<file path="src/rtl/dso_minmax_decimator.sv">
// Multi-channel peak-detect decimator: each window of n valid samples becomes one
// max/min record per channel (peak mode) or the window's first sample (sample mode).
module dso_minmax_decimator #(
    parameter int DW     = 8,
    parameter int NCH    = 4,
    parameter int CW     = 32,
    parameter int SIGNED = 0
) (
    input  logic              clk,
    input  logic              rst,
    input  logic [CW-1:0]     n,
    input  logic              mode,
    input  logic [NCH*DW-1:0] din,
    input  logic              din_valid,
    output logic [NCH*DW-1:0] dout_max,
    output logic [NCH*DW-1:0] dout_min,
    output logic              dout_valid
);

    logic [NCH*DW-1:0] s_data_q;
    logic              s_vld_q;
    logic [CW-1:0]     cnt_q, cnt_d;
    logic [CW-1:0]     n_l_q, n_l_d;
    logic              mode_l_q, mode_l_d;
    logic [NCH*DW-1:0] max_acc_q, max_acc_d;
    logic [NCH*DW-1:0] min_acc_q, min_acc_d;
    logic [NCH*DW-1:0] dout_max_q, dout_max_d;
    logic [NCH*DW-1:0] dout_min_q, dout_min_d;
    logic              dout_valid_q, dout_valid_d;

    logic [CW-1:0]     n_eff;
    logic [CW-1:0]     n_cur;
    logic [CW-1:0]     cnt_inc;
    logic              win_start;
    logic              win_close;
    logic              mode_cur;

    function automatic logic greater(input logic [DW-1:0] a, input logic [DW-1:0] b);
        if (SIGNED != 0) greater = ($signed(a) > $signed(b));
        else             greater = (a > b);
    endfunction

    // The sample that opens a window must already obey the ratio and mode it latches,
    // so a window of one closes on its own opening sample.
    assign n_eff     = (n == '0) ? CW'(1) : n;
    assign win_start = (cnt_q == '0);
    assign n_cur     = win_start ? n_eff : n_l_q;
    assign mode_cur  = win_start ? mode : mode_l_q;
    assign cnt_inc   = cnt_q + CW'(1);
    assign win_close = s_vld_q && (cnt_inc == n_cur);

    always_comb begin
        // NOTE: every variable gets a default before any branch, so no path infers a latch.
        cnt_d        = cnt_q;
        n_l_d        = n_l_q;
        mode_l_d     = mode_l_q;
        max_acc_d    = max_acc_q;
        min_acc_d    = min_acc_q;
        dout_max_d   = dout_max_q;
        dout_min_d   = dout_min_q;
        dout_valid_d = 1'b0;

        if (s_vld_q) begin
            if (win_start) begin
                n_l_d    = n_eff;
                mode_l_d = mode;
            end
            cnt_d = win_close ? '0 : cnt_inc;

            for (int c = 0; c < NCH; c++) begin
                if (win_start) begin
                    max_acc_d[c*DW +: DW] = s_data_q[c*DW +: DW];
                    min_acc_d[c*DW +: DW] = s_data_q[c*DW +: DW];
                end else if (!mode_cur) begin
                    if (greater(s_data_q[c*DW +: DW], max_acc_q[c*DW +: DW]))
                        max_acc_d[c*DW +: DW] = s_data_q[c*DW +: DW];
                    if (greater(min_acc_q[c*DW +: DW], s_data_q[c*DW +: DW]))
                        min_acc_d[c*DW +: DW] = s_data_q[c*DW +: DW];
                end
            end

            // The closing sample's contribution is already folded into the _d values.
            if (win_close) begin
                dout_max_d   = max_acc_d;
                dout_min_d   = min_acc_d;
                dout_valid_d = 1'b1;
            end
        end
    end

    always_ff @(posedge clk) begin
        // NOTE: data registers are cleared too, so outputs read 0 after reset instead of stale peaks.
        if (rst) begin
            s_data_q     <= '0;
            s_vld_q      <= 1'b0;
            cnt_q        <= '0;
            n_l_q        <= '0;
            mode_l_q     <= 1'b0;
            max_acc_q    <= '0;
            min_acc_q    <= '0;
            dout_max_q   <= '0;
            dout_min_q   <= '0;
            dout_valid_q <= 1'b0;
        end else begin
            // NOTE: non-blocking assignments so every register samples pre-edge values.
            s_data_q     <= din;
            s_vld_q      <= din_valid;
            cnt_q        <= cnt_d;
            n_l_q        <= n_l_d;
            mode_l_q     <= mode_l_d;
            max_acc_q    <= max_acc_d;
            min_acc_q    <= min_acc_d;
            dout_max_q   <= dout_max_d;
            dout_min_q   <= dout_min_d;
            dout_valid_q <= dout_valid_d;
        end
    end

    assign dout_max   = dout_max_q;
    assign dout_min   = dout_min_q;
    assign dout_valid = dout_valid_q;

endmodule
</file>
<file path="config.mk">
export PLATFORM = sky130hd
export DESIGN_NAME = dso_minmax_decimator
export DESIGN_NICKNAME = d
export VERILOG_FILES = /design/src/rtl/dso_minmax_decimator.sv
export SDC_FILE = /design/constraint.sdc
export NUM_CORES = 1
export LEC_CHECK = 0
export CAP_MARGIN = 20
export CORE_MARGIN = 1
export CORE_UTILIZATION = 57
export CTS_CLUSTER_DIAMETER = 100
export DETAILED_ROUTE_END_ITERATION = 6
export GPL_ROUTABILITY_DRIVEN = 0
export PLACE_DENSITY = 0.89
export SETUP_SLACK_MARGIN = 0.02
export SYNTH_ARGS = -nofsm -noshare
export SYNTH_HDL_FRONTEND = slang
export SYNTH_SLANG_ARGS = --single-unit
</file>
<file path="constraint.sdc">
create_clock -name clk -period 4.5 [get_ports clk]
set_input_delay 1.125 -clock clk [delete_from_list [all_inputs] [get_ports clk]]
set_output_delay 1.125 -clock clk [all_outputs]
set_load 0.02 [all_outputs]
</file>
Word level (Yosys, flattened, before mapping). Index checks and enable logic that the tools add are counted.

Mux-type cells: 53. $lt $le $gt $ge: 8. Equal/unequal tests: 1. Reduce and logical (&&, ||, !) cells: 5. Add/subtract/negate cells: 1. Bitwise operators: 1.

Operator list (number): $mux W8 (24); $mux W32 (3); $gt A8 B8 Y1 (8); $logic_not A32 Y1 (2); $add A32 B1 Y32 const B (1); $eq A32 B32 Y1 (1); $mux W1 (26); $reduce_and A2 Y1 (1); $reduce_or A2 Y1 (1); $logic_and A1 B1 Y1 (1); $not A1 Y1 (1).

Output and inout port bits: 65. Flip-flop bits (word level): 227. Logic and storage cells: 79. Bits of input ports: 68.

Logic depth before layout (Yosys ltp).
Depth in word-level cells: 8. Gate-level depth with buffers: 16.

Worst setup path before layout. Ideal clock, no wire load.

Kind: input -> register. Start point: in n[27]. End point: reg dout_max_q[16] (netlist: dout_max[16]). Arrival time: 3.397 ns. Stages on the path: 12. Buffers on the path: 2. Data required time: 4.372 ns. Slack: 0.976 ns. Path through: nor4_1 nand4_1 o2111ai_1 o21ai_0 xnor2_1 nor2_1 or4b_1 nor4_4 buf_6 buf_6 mux2i_1 nor2_1.

Word-level cells in the longest chain between the ends: 6.

RTL lines: start: declaration (line 11) `input logic [CW-1:0] n,`; $logic_not A32 Y1 (line 45) `assign n_eff = (n == '0) ? CW'(1) : n;`; $mux W32 * (line 45); $mux W32 *; $eq A32 B32 Y1 * (line 50) `assign win_close = s_vld_q && (cnt_inc == n_cur);`; $logic_and A1 B1 Y1 * (line 50); $reduce_and A2 Y1 (no line) *; end signal: assignment (line 113) `dout_max_q <= dout_max_d;`; end: declaration (line 27) `logic [NCH*DW-1:0] dout_max_q, dout_max_d;`.

Mark *: on every way between the ends. The rest lies on a longest branch, timed or not. A chain may end at the register's enable or synchronous reset.

Final worst setup path.
Start point: reg cnt_q[0]. End point: reg dout_max_q[18] (netlist: dout_max[18]).

Word-level cells in the longest chain between the ends: 5. Elaborated cells between the ends (all ways): 9. Classes of those cells: add/sub (1); eq/ne (1); mux (4); reduce/logical (3).

RTL lines: start: declaration (line 22) `logic [CW-1:0] cnt_q, cnt_d;`; start signal: assignment (line 108) `cnt_q <= cnt_d;`; parallel branches: the longest is 5 deep, another holds $add A32 B1 Y32.

Several ways; the timed one is not identified.

==> out/qor.yml <==
sta:
  finClkSkew_ps: 15.47
  setup_viol: 0
  setup_slack_ps: 434.5
  timing.final.crit_share_pct: 90.34
  max_freq_ghz: 0.2460
  slew_violations: 0
  hold_viol_final: 0
  worstMarginPinSlew_ps: 1090
  tns_ps: 0
  rsz0062_at_grt: "false"
  fin_hold_ws_ps: 455.0
  period_needed_ps: 4065
  slew_headroom_pct: 27.35
clock_network:
  cts_inserted_buffers: 24
  cts_sinks: 227
  cts_hold_buf: 0
  cts.reportedPaths.clkPinSlew_ps: 60
  insertion_delay_ps: 510
  post-cts-setup-buffers: 0
  cts_tree: "built"
  ctsResizeCount: 0
  cts_root_buf: "clkbuf_16"
  h-tree-depth: 1
  clock_path_buffers: 3
global_routing:
  grt_max_degree: 96
  gr-total-overflow: 0
  grt_antenna_before_repair: 0
  grt_first_pass_wirelength_um: 47640
  grt_pass1_vias: 9929
  grtUsageTotal_pct: 26.25
critical_path:
  crit_arrival_ps: 4440
  critPathKind: "flop to flop"
  critPathLaunchType: "flop"
  crit_required_ps: 4870
  crit_fanout: 28
  max_stage_delay_ps: 390
  cp_slowest_cell: "xnor3_1"
  path_cells: "inv_1 -> ha_1 -> nor4b_4 -> nand4_4 -> nor2_8 -> buf_4 -> mux2i_1 -> xnor3_1 -> nor4_1 -> nand4_1 -> nor4_4 -> buf_12 -> buf_12 -> mux2i_1 -> nor2_1"
  end_kind: "flop"
  crit_family: "simple AND/OR/NAND/NOR gates"
  path_buf_inv: 4
routing:
  vias: 10501
  wl_per_cell_um: 16.38
  first_iter_violations: 853
  wirelength_um: 29850
  antenna_left: 0
  first_pass_iters: 5
  routed_via_density: 5.763
  drc: 0
synthesis:
  netlist.top_cell.by_area: "dfxtp_1"
  yosysTopAreaCellShare_pct: 36.94
  ys_types: 61
  synth_area_leaders: "dfxtp_1, mux2i_1, ha_1"
  synth_nets: 1572
  synth_edf_count: 0
  synth.most_common_cell: "dfxtp_1"
  syn_inst: 1438
  ys_seq_area_share_pct: 36.94
  syn_area_per_cell_um2: 8.555
  syn_area_um2: 12300
  async_reset_ff_share_pct: 0
  synthTopCellsByCount: "dfxtp_1, nand2_1, nor2_1"
  postSynth.topFlopCell: "dfxtp_1"
  ys_ff_latch: 227
  yosys_warnings: 0
pwr:
  ir_worst_vdd_mv: 0.3333
  power_density_nw_per_um2: 332.4
  p_leak_nw: 5.868
final_layout:
  stdcell_count: 1822
  antennaDiodeCount: 0
  drive_above_1_share_pct: 5.624
  num-fill-cells: 1619
  utilization_pct: 69.19
  nNetsFinal: 1663
  syn_to_final_growth_pct: 18.61
floorplanning:
  rows: 53
  core_um2: 21090
  initial_core_util_pct: 58.34
  die_h_um: 148.9
  pin_count: 133
  die_area_um2: 22170
  die_w_um: 148.9
placement:
  dp_cells: 1772
  pre_cts_slack_ps: 114.7
  io_buffers: 132
  dp_hpwl_um: 20810
outcome:
  outcome: "complete, no violations"
worst_hold_path:
  hold_path.class: "flop to flop"
job:
  cap_viol_max_count: 0
[stage by stage]
stage | total power [W] | instance area, um^2
2_1_floorplan | 0.002585 | 12300
3_3_place_gp | 0.002746 | 13670
3_5_place_dp | 0.002771 | 13670
4_1_cts | 0.004851 | 14520
5_1_grt | 0.005035 | 14590
6_report | 0.004850 | 14590
[cell usage in the layout, fill, tap and decap left out, types with 3 or more instances in the layout]
cell	instances
inv_1	72
nor3_1	14
or4_1	7
clkbuf_1	4
nor4_1	24
a31oi_1	4
a2bb2oi_1	4
clkbuf_16	25
nand2b_1	16
clkinvlp_4	3
o21ai_0	87
buf_4	15
bufinv_16	3
a21o_1	19
xor2_1	13
dfxtp_1	226
and2_1	9
buf_12	6
ha_1	66
or3b_2	3
xnor3_1	4
a21oi_1	68
and4_1	7
or4b_2	3
or3_1	3
xnor2_1	35
nor2_1	172
mux2i_1	166
nand3b_1	7
nor2b_1	44
nand2_1	172
and3_1	10
nand3_1	19
nor4_4	5
nand4_1	37
clkbuf_8	6
clkdlybuf4s50_1	131
[power breakdown]
group          total [W]  switching [W]  leakage (nW)  internal, W
Clock            0.00209       0.000805         0.411      0.00129
Combinational   0.000633       0.000353          3.61     0.000280
Sequential       0.00212      0.0000550          1.84      0.00207
[final timing paths]
kind	from	depth (start not counted)	slack, ps	endpoint
max	cnt_q[0]$_SDFFE_PP0P_	15	430	dout_max[18]$_SDFFE_PP0P_
min	n_l_q[12]$_SDFFE_PP0P_	2	450	n_l_q[12]$_SDFFE_PP0P_
max reg2reg	cnt_q[0]$_SDFFE_PP0P_	15	430	dout_max[18]$_SDFFE_PP0P_
min reg2reg	n_l_q[12]$_SDFFE_PP0P_	2	450	n_l_q[12]$_SDFFE_PP0P_
[sequential cells by signal (all words and copies together), names as in the netlist]
signal / flops
max_acc_q: 32
dout_min: 32
s_vld_q: 1
mode_l_q: 1
dout_valid: 1
cnt_q: 32
min_acc_q: 32
dout_max: 32
s_data_q: 32
n_l_q: 32
[metal layers]
metal	global-route usage, %	wire (um)
met2	43.81	14080
met4	7.347	648
met3	3.792	1828
met5	0	0
met1	35.21	13290
[cells by family (layout without fill, tap and decap cells)]
logic type / Yosys count / after routing / share of synthesized area [%]
muxes: 167 / 167 / 13.60
buffers and inverters: 162 / 270 / 6.336
DFF: 227 / 227 / 36.94
adders and majority gates: 66 / 66 / 6.713
xor gates and xnor gates: 52 / 52 / 4.150
AOI/OAI and AO/OA: 198 / 198 / 9.052
and+or+nand+nor: 566 / 567 / 23.21
[cell type report]
cell class,count,area (um^2),area share [%]
multi-input cells,1050,6994,47.93
flip-flops and latches,227,4546,31.15
repair buffers,154,1583,10.85
clock buffers,35,723.2,4.956
well taps,275,344.1,2.358
inverters,72,270.3,1.852
clock inverters,9,131.4,0.9004
[worst register-to-register path, cell delays in order, from the launching register on]
cell and delay [ps]:
dfxtp_1 310, inv_1 160, ha_1 180, nor4b_4 280, nand4_4 280, nor2_8 340, buf_4 250, mux2i_1 260
xnor3_1 390, nor4_1 180, nand4_1 170, nor4_4 350, buf_12 240, buf_12 220, mux2i_1 260, nor2_1 60
(Power assumes the default switching activity.)
==> variant, RTL diff (same settings) <==
The output `dout_valid` loses its register stage (`dout_valid_q` becomes a continuous assignment).
--- a/src/rtl/dso_minmax_decimator.sv
+++ b/src/rtl/dso_minmax_decimator.sv
@@ -101,5 +101,4 @@
             dout_max_q   <= '0;
             dout_min_q   <= '0;
-            dout_valid_q <= 1'b0;
         end else begin
             // NOTE: non-blocking assignments so every register samples pre-edge values.
@@ -113,7 +112,8 @@
             dout_max_q   <= dout_max_d;
             dout_min_q   <= dout_min_d;
-            dout_valid_q <= dout_valid_d;
         end
     end
+
+    assign dout_valid_q = dout_valid_d;
 
     assign dout_max   = dout_max_q;
Check against the original RTL: not equivalent (Yosys sat finds a counterexample within 4 cycles, from zero or initial values and one cycle with rst high).
==> variant against the unedited design <==
  * The run now ends with negative setup slack left
  * Area after synthesis down 1.5%
  * Setup slack worse by 0.50 ns
  * Sequential share of layout area down 0.84 points
  * Core utilization up 3.5 points
  * Hold slack about the same
  * Cell area up 2.4%
  * Final cell count up 2.6%
  * Total power down 0.63%
  * Wire length up 2.0%
  * Sequential cell count down 1
  * Count of clock-buffer cells in the layout down 1
==> variant: results (changes against the unedited design) <==
status finished, violations left; failing checks negative setup slack; Post-Place Cells 1824 (+2.9%); Nets 1716 (+3.2%); clk_skew 0.0114 ns (-0.00412 ns); post-synthesis compound-gate area fraction 9.49% (+0.44 points); placed cell areas 0.0140 sq mm (+2.4%); average size of a mapped cell 8.48 sq um (-0.87%); max_slew headroom 32.9% (+5.5 points); largest net degree at the start of global routing 128 (+33%); Peak VDD IR 0.334 mV (+0.14%); synth top area cells dfxtp_1 (37%), mux2i_1 (13%), ha_1 (6.8%); setup TNS -0.0679 ns (-0.0679 ns); DR WL met3 1640 um (-11%); final setup vio count 1 (+1); WL final 30400 um (+2.0%); post-synthesis mux area share 12.8% (-0.78 points); min-delay src n_l_q[17]$_SDFFE_PP0P_; Final WS setup -0.0679 ns (-0.502 ns); DRT met1 WL 12400 um (-7.0%); vias post-DR 10700 (+2.0%); GRT Resource Usage Total 27.8% (+1.6 points); Slowest Stage Delay on Critical Path 0.57 ns (+0.18 ns); R2R Path End dout_min[11]$_SDFFE_PP0P_; crit path DAT 3.44 ns (-1.00 ns); Non-Filler Instances 1870 (+2.6%); met1 usage 33.1% (-2.1 points); worst-path fanout max 5 (-82%); met3 Use GR 4.07% (+0.28 points); Layout fillers 1421 (-12%); Lkg Pwr 6.67 nW (+14%); P_int 3.57 mW (-1.8%); number of DRC markers in iteration 0 679 (-20%); synth unique cells 49 (-20%); Ys Warns 0 (unchanged); Post-Syn Nets 1563 (-0.57%); Commonest cells post-synth dfxtp_1 (226), nor2_1 (167), mux2i_1 (154); wire length of the first global-routing pass 50500 um (+6.1%); max layer used met4; met2 Use GR 49.3% (+5.5 points); register area share after synthesis 37.3% (+0.40 points); Worst R2R Setup Slack 0.05 ns (-0.38 ns)
variant: cell count changes after synthesis, moves of 10 or more:
cell	unedited run	this run
nand3_1	19	41
nand2_1	172	150
a31oi_1	4	21
nand2b_1	16	46
nor3_1	15	5
mux2i_1	166	154
nor4_1	24	11
variant: what timing repair did:
item | 4_1_cts | 5_1_grt
setup endpoints to repair | 1 | 42
hold buffers | 0 | 0
pin swaps | 6 | 5
setup buffers | 1 | 0
endpoints found under the hold margin | 0 | 0
resized for setup | 14 | 5
variant: cell type report:
class                   instances  share of cell area (%)
flip-flops and latches        226                    30.3
clock inverters                10                   0.854
clock buffers                  34                    4.61
multi-input cells            1035                    46.3
repair buffers                217                    13.7
inverters                      78                    1.96
well taps                     270                    2.26
variant: power groups by stage:
stage               combinational (mW)  sequential, mW  clock [mW]
finish                           0.690            2.11        2.02
global route                     0.752            2.11        2.13
CTS                              0.665            2.11        2.05
detailed placement               0.648            2.15           0
global placement                 0.625            2.15           0
floorplan                        0.440            2.13           0
